**src/rtl/core_pkg.sv**
```systemverilog
// Shared constants for the RV32I core: datapath widths and writeback result-select encodings.
package core_pkg;

    localparam int XLEN       = 32;
    localparam int REG_ADDR_W = 5;

    localparam logic [1:0] RES_ALU = 2'b00;
    localparam logic [1:0] RES_MEM = 2'b01;
    localparam logic [1:0] RES_PC4 = 2'b10;

endpackage : core_pkg

```
**src/rtl/wb_result_mux.sv**
```systemverilog
// Writeback result select: ALU result, load data or link address; the reserved encoding yields 0.
module wb_result_mux
    import core_pkg::*;
#(
    parameter int W = core_pkg::XLEN
) (
    input  logic [W-1:0] alu_result_i,
    input  logic [W-1:0] read_data_i,
    input  logic [W-1:0] pc_plus4_i,
    input  logic [1:0]   result_src_i,
    output logic [W-1:0] result_o
);

    always_comb begin
        result_o = '0;
        case (result_src_i)
            RES_ALU: result_o = alu_result_i;
            RES_MEM: result_o = read_data_i;
            RES_PC4: result_o = pc_plus4_i;
            default: result_o = '0;
        endcase
    end

endmodule : wb_result_mux

```
**src/rtl/writeback_regfile.sv**
```systemverilog
// Writeback stage: result select, 32-entry register file with write-through bypass on both
// decode read ports, and a wrapping counter of committed (non-x0) writes.
module writeback_regfile
    import core_pkg::*;
#(
    parameter int XLEN  = core_pkg::XLEN,
    parameter int NREGS = 32,
    parameter int CNT_W = 32
) (
    input  logic                  clk,
    input  logic                  rst,
    input  logic [XLEN-1:0]       ALUResultW,
    input  logic [XLEN-1:0]       ReadDataW,
    input  logic [XLEN-1:0]       PCPlus4W,
    input  logic [REG_ADDR_W-1:0] RdW,
    input  logic [1:0]            ResultSrcW,
    input  logic                  RegWriteW,
    input  logic [REG_ADDR_W-1:0] A1,
    input  logic [REG_ADDR_W-1:0] A2,
    output logic [XLEN-1:0]       RD1,
    output logic [XLEN-1:0]       RD2,
    output logic [XLEN-1:0]       ResultW,
    output logic [CNT_W-1:0]      WriteCount
);

    logic [NREGS-1:0][XLEN-1:0] regs_q;
    logic [NREGS-1:0][XLEN-1:0] regs_d;
    logic [NREGS-1:0]           reg_we;
    logic [CNT_W-1:0]           count_q;
    logic [CNT_W-1:0]           count_d;
    logic                       commit;
    logic                       bypass1;
    logic                       bypass2;

    wb_result_mux #(
        .W (XLEN)
    ) u_result_mux (
        .alu_result_i (ALUResultW),
        .read_data_i  (ReadDataW),
        .pc_plus4_i   (PCPlus4W),
        .result_src_i (ResultSrcW),
        .result_o     (ResultW)
    );

    // Reset takes priority, so a write presented alongside it neither commits nor bypasses.
    assign commit = RegWriteW && (RdW != '0) && !rst;

    // x0 is never written: its enable stays low and its next state is always zero.
    assign reg_we[0] = 1'b0;
    assign regs_d[0] = '0;

    generate
        for (genvar gi = 1; gi < NREGS; gi++) begin : g_reg_next
            assign reg_we[gi] = commit && (RdW == REG_ADDR_W'(gi));
            assign regs_d[gi] = reg_we[gi] ? ResultW : regs_q[gi];
        end
    endgenerate

    assign count_d = commit ? count_q + CNT_W'(1) : count_q;

    always_ff @(posedge clk) begin
        if (rst) begin
            regs_q  <= '0;
            count_q <= '0;
        end else begin
            regs_q  <= regs_d;
            count_q <= count_d;
        end
    end

    assign bypass1 = commit && (RdW == A1);
    assign bypass2 = commit && (RdW == A2);

    always_comb begin
        RD1 = '0;
        RD2 = '0;
        if (A1 != '0) begin
            RD1 = bypass1 ? ResultW : regs_q[A1];
        end
        if (A2 != '0) begin
            RD2 = bypass2 ? ResultW : regs_q[A2];
        end
    end

    assign WriteCount = count_q;

endmodule : writeback_regfile
```
**config.mk**
```make
export PLATFORM = sky130hd
export DESIGN_NAME = writeback_regfile
export DESIGN_NICKNAME = d
export VERILOG_FILES = /design/src/rtl/core_pkg.sv /design/src/rtl/wb_result_mux.sv /design/src/rtl/writeback_regfile.sv
export SDC_FILE = /design/constraint.sdc
export NUM_CORES = 2
export LEC_CHECK = 0
export BUFFER_PORTS_ARGS = -buffer_cell sky130_fd_sc_hd__buf_2
export CORE_MARGIN = 3
export CORE_UTILIZATION = 40
export CTS_BUF_LIST = sky130_fd_sc_hd__clkbuf_4
export CTS_CLUSTER_SIZE = 30
export DETAILED_ROUTE_END_ITERATION = 16
export GPL_TIMING_DRIVEN = 0
export MAX_ROUTING_LAYER = met4
export PLACE_DENSITY = 0.59
export SLEW_MARGIN = 20
export SYNTH_ARGS = -nofsm -noshare
export SYNTH_HDL_FRONTEND = slang
export SYNTH_SLANG_ARGS = --single-unit
```
**constraint.sdc**
```tcl
create_clock -name clk -period 7.5 [get_ports clk]
set_input_delay 1.5 -clock clk [delete_from_list [all_inputs] [get_ports clk]]
set_output_delay 1.5 -clock clk [all_outputs]
set_load 0.02 [all_outputs]
```
==> impl_results.md <==
- First-pass GRT wire length: 327000 um
- Startpoint Class: primary input
- R2r endpoint: WriteCount[21]
- # H-tree levels: 5
- CTS buffer count: 305
- Antenna violations before repair: 15
- Worst path most repeated cell: clkbuf_1
- Number of synthesized register bits: 1024
- CP Capture Type: output port
- Top-area cell type share of the netlist area: 0.393
- Count of cell types in the netlist: 59
- I/O pins: 244
- IO buf count: 231
- Fmax: 145 MHz
- Wirelength per Cell: 29.5 um
- Post-synth ARST share: 0
- Worst R2R Start: WriteCount[3]
- Final setup TNS: 0 ns
- Worst EP arrival: 5.38 ns
- Core region area: 129000 um^2
- Area leader, netlist: dfxtp_1
- Synth warn: 0
- Rows: 131
- Final nets: 6032
- Clock insertion delay at the later pin of the skew report: 1.27 ns
- R2R depth: 6
- Seq/Total Area, Yosys: 0.393
- Hold Crit Depth: 2
- Post-CTS Setup Inserts: 0
- Largest net degree at the start of global routing: 17
- Crit-path max FO: 10
- Post-synthesis net count: 5494
- Count leader, synth: nor2_1
- Die ar.: 135000 um^2
- Worst Tran Pin Value: 1.24 ns
- Main combinational cell family by area after synthesis: compound AO/OA/AOI/OAI gates
- Max-cap violations: 0
- Total Power: 12.3 mW
- Hold Crit Class: reg -> reg
- CTS tree: done
- Fin util: 0.459
- Root Buffer: clkbuf_4
- Mapped Cells: 5377
- CP delay by family, top: buffers and inverters
- Top cells by area, synth: dfxtp_1 (39%), a211oi_1 (15%), mux4_2 (14%)
- Max-slew violation count: 0
- Critical-path top delay cell: clkbuf_1
- Final min period: 6.88 ns
- CP max stage delay: 0.82 ns
- Post-CTS Resized: 0
- # DRC: 0
- Final instance area: 59000 um^2
- Post-synth design cell area: 52100 um^2
- Tcrit/Tclk final: 0.917
- Number of synthesized flops with an enable pin: 0
- Final Setup Violations: 0
- Final ANT Viol Nets: 0
- CTS sink count: 1024
- CP required: 6.00 ns
- Layout area overhead: 13.2%
- Vias in the first global route: 46600
- Synth top cells by count: nor2_1 (1067), a211oi_1 (1024), dfxtp_1 (1024), clkbuf_1 (421), mux4_2 (324)
- Post-synthesis mux area share: 0.214
- HPWL Detailed: 181000 um
- Worst path cell trace: buf_2, clkbuf_1, nand2b_1, clkbuf_1, clkbuf_1, o221ai_1, a211o_1, o21ai_0, buf_2
- Worst reg-to-reg setup slack: 5.35 ns
- Final hold vios: 0
- Hold EP: WriteCount[1]
- Crit path kind: in -> out
- WL final: 232000 um
- Worst path bufs/invs: 5
- GP Congestion: 0.992
- RSZ-0062 raised after global routing: false
- Vias per inst: 6.28
- Tot GR Track Use: 0.342
- Effective utilization at floorplan: 0.405
- Syn_area_per_cell: 9.69 um^2
- Initial detailed-routing violation count: 6044
- Clk slew on worst S/H paths: 0.06 ns
- Total grt overflow: 0
- Vias: 49300
- Lkg Pwr: 20.1 nW
- Hold_ws: 0.507 ns
- Synth Area in Compound Gates: 0.224
- Hold_buf cts: 0
- Post-Synth Simple-Gate Area: 0.105
- Die width: 367 um
- Status: finished, final reports clean
- Ratio of cells with drive above 1 in the final layout: 0.219
- Clk buf depth: 4
- Worst vdd ir: 0.147 mV
- Final Skew: 0.0191 ns
- Synth Area in XOR/XNOR: 0.00656
- Hold path start: WriteCount[1]
- Die height: 367 um
- Adder-cell share of the synthesized area: 0.000240
- Slew HR: 0.173
- Pre-Repair DR Iteration Count: 8
- Ys flop type: dfxtp_1
- Power per cell area: 209 nW/um^2
- Placed instance area: 55400 um^2
-- stage by stage --
step	setup WS, ns	cells
detailed placement	0.963	7337
finish	0.624	7850
global placement	1.03	7337
CTS	0.953	7834
floorplan	2.73	5377
global route	0.848	7849
-- placed cells by master (no fill, tap or decap), types with 41 or more instances in the layout --
| cell | count |
|---|---|
| clkinv_1 | 48 |
| mux2_2 | 65 |
| o221ai_1 | 62 |
| clkbuf_4 | 433 |
| a211oi_1 | 1024 |
| clkbuf_1 | 418 |
| mux2i_1 | 312 |
| nor2b_1 | 41 |
| nand2_1 | 150 |
| a22o_1 | 124 |
| o21ai_0 | 117 |
| a31oi_1 | 63 |
| nor2_1 | 1067 |
| o211ai_1 | 62 |
| dfxtp_1 | 1024 |
| buf_2 | 422 |
| mux4_2 | 324 |
-- cell families after synthesis --
group / Yosys count
buf+inv: 683
mux: 701
simple gates: 1356
xor+xnor: 39
compound gates: 1573
flops: 1024
fa+ha+maj: 1
-- flip-flops by register name (all words and copies together) (netlist names) --
signal,flops
regs_q,992
WriteCount,32
-- layout make-up --
cell class,count,area (um^2)
well taps,1729,2160
clock buffers,432,3240
flip-flops and latches,1024,20500
diodes,16,40.0
fillers,12900,69500
clock inverters,65,279
inverters,35,131
multi-input cells,3670,28700
repair buffers,231,1160
plain buffers,648,2800
-- power breakdown --
group | internal [mW] | switching, mW | leakage, nW
Clock | 2.66 | 2.53 | 2.14
Combinational | 0.431 | 1.18 | 9.69
Sequential | 5.48 | 0.0303 | 8.25
-- worst max-delay path by stage --
| stage | start | endpoint | slack, ns | cells after the start |
|---|---|---|---|---|
| 2_1_floorplan | rst | RD1[0] | 2.73 | 7 |
| 3_3_place_gp | A2[2] | RD2[16] | 1.03 | 8 |
| 3_5_place_dp | A2[4] | RD2[16] | 0.96 | 9 |
| 4_1_cts | A2[4] | RD2[16] | 0.95 | 9 |
| 5_1_grt | A2[4] | RD2[13] | 0.85 | 9 |
| 6_report | A2[4] | RD2[0] | 0.62 | 9 |
-- layer usage --
metal  share of wire  GRT usage  vias up
met3           0.094     0.0684      592
met5               0          -        -
met1            0.42      0.450    24300
met4           0.067      0.204        0
met2            0.42      0.485     2921
li1                -          -    21500
-- worst reg2reg max path, stage by stage (launching register included) --
cell	delay (ns)
dfxtp_1	0.43
nand4_1	0.19
a2111oi_2	0.54
nor3b_4	0.44
and4_1	0.25
xnor2_1	0.12
nor2_1	0.05
Power figures use the tool's default switching activity.
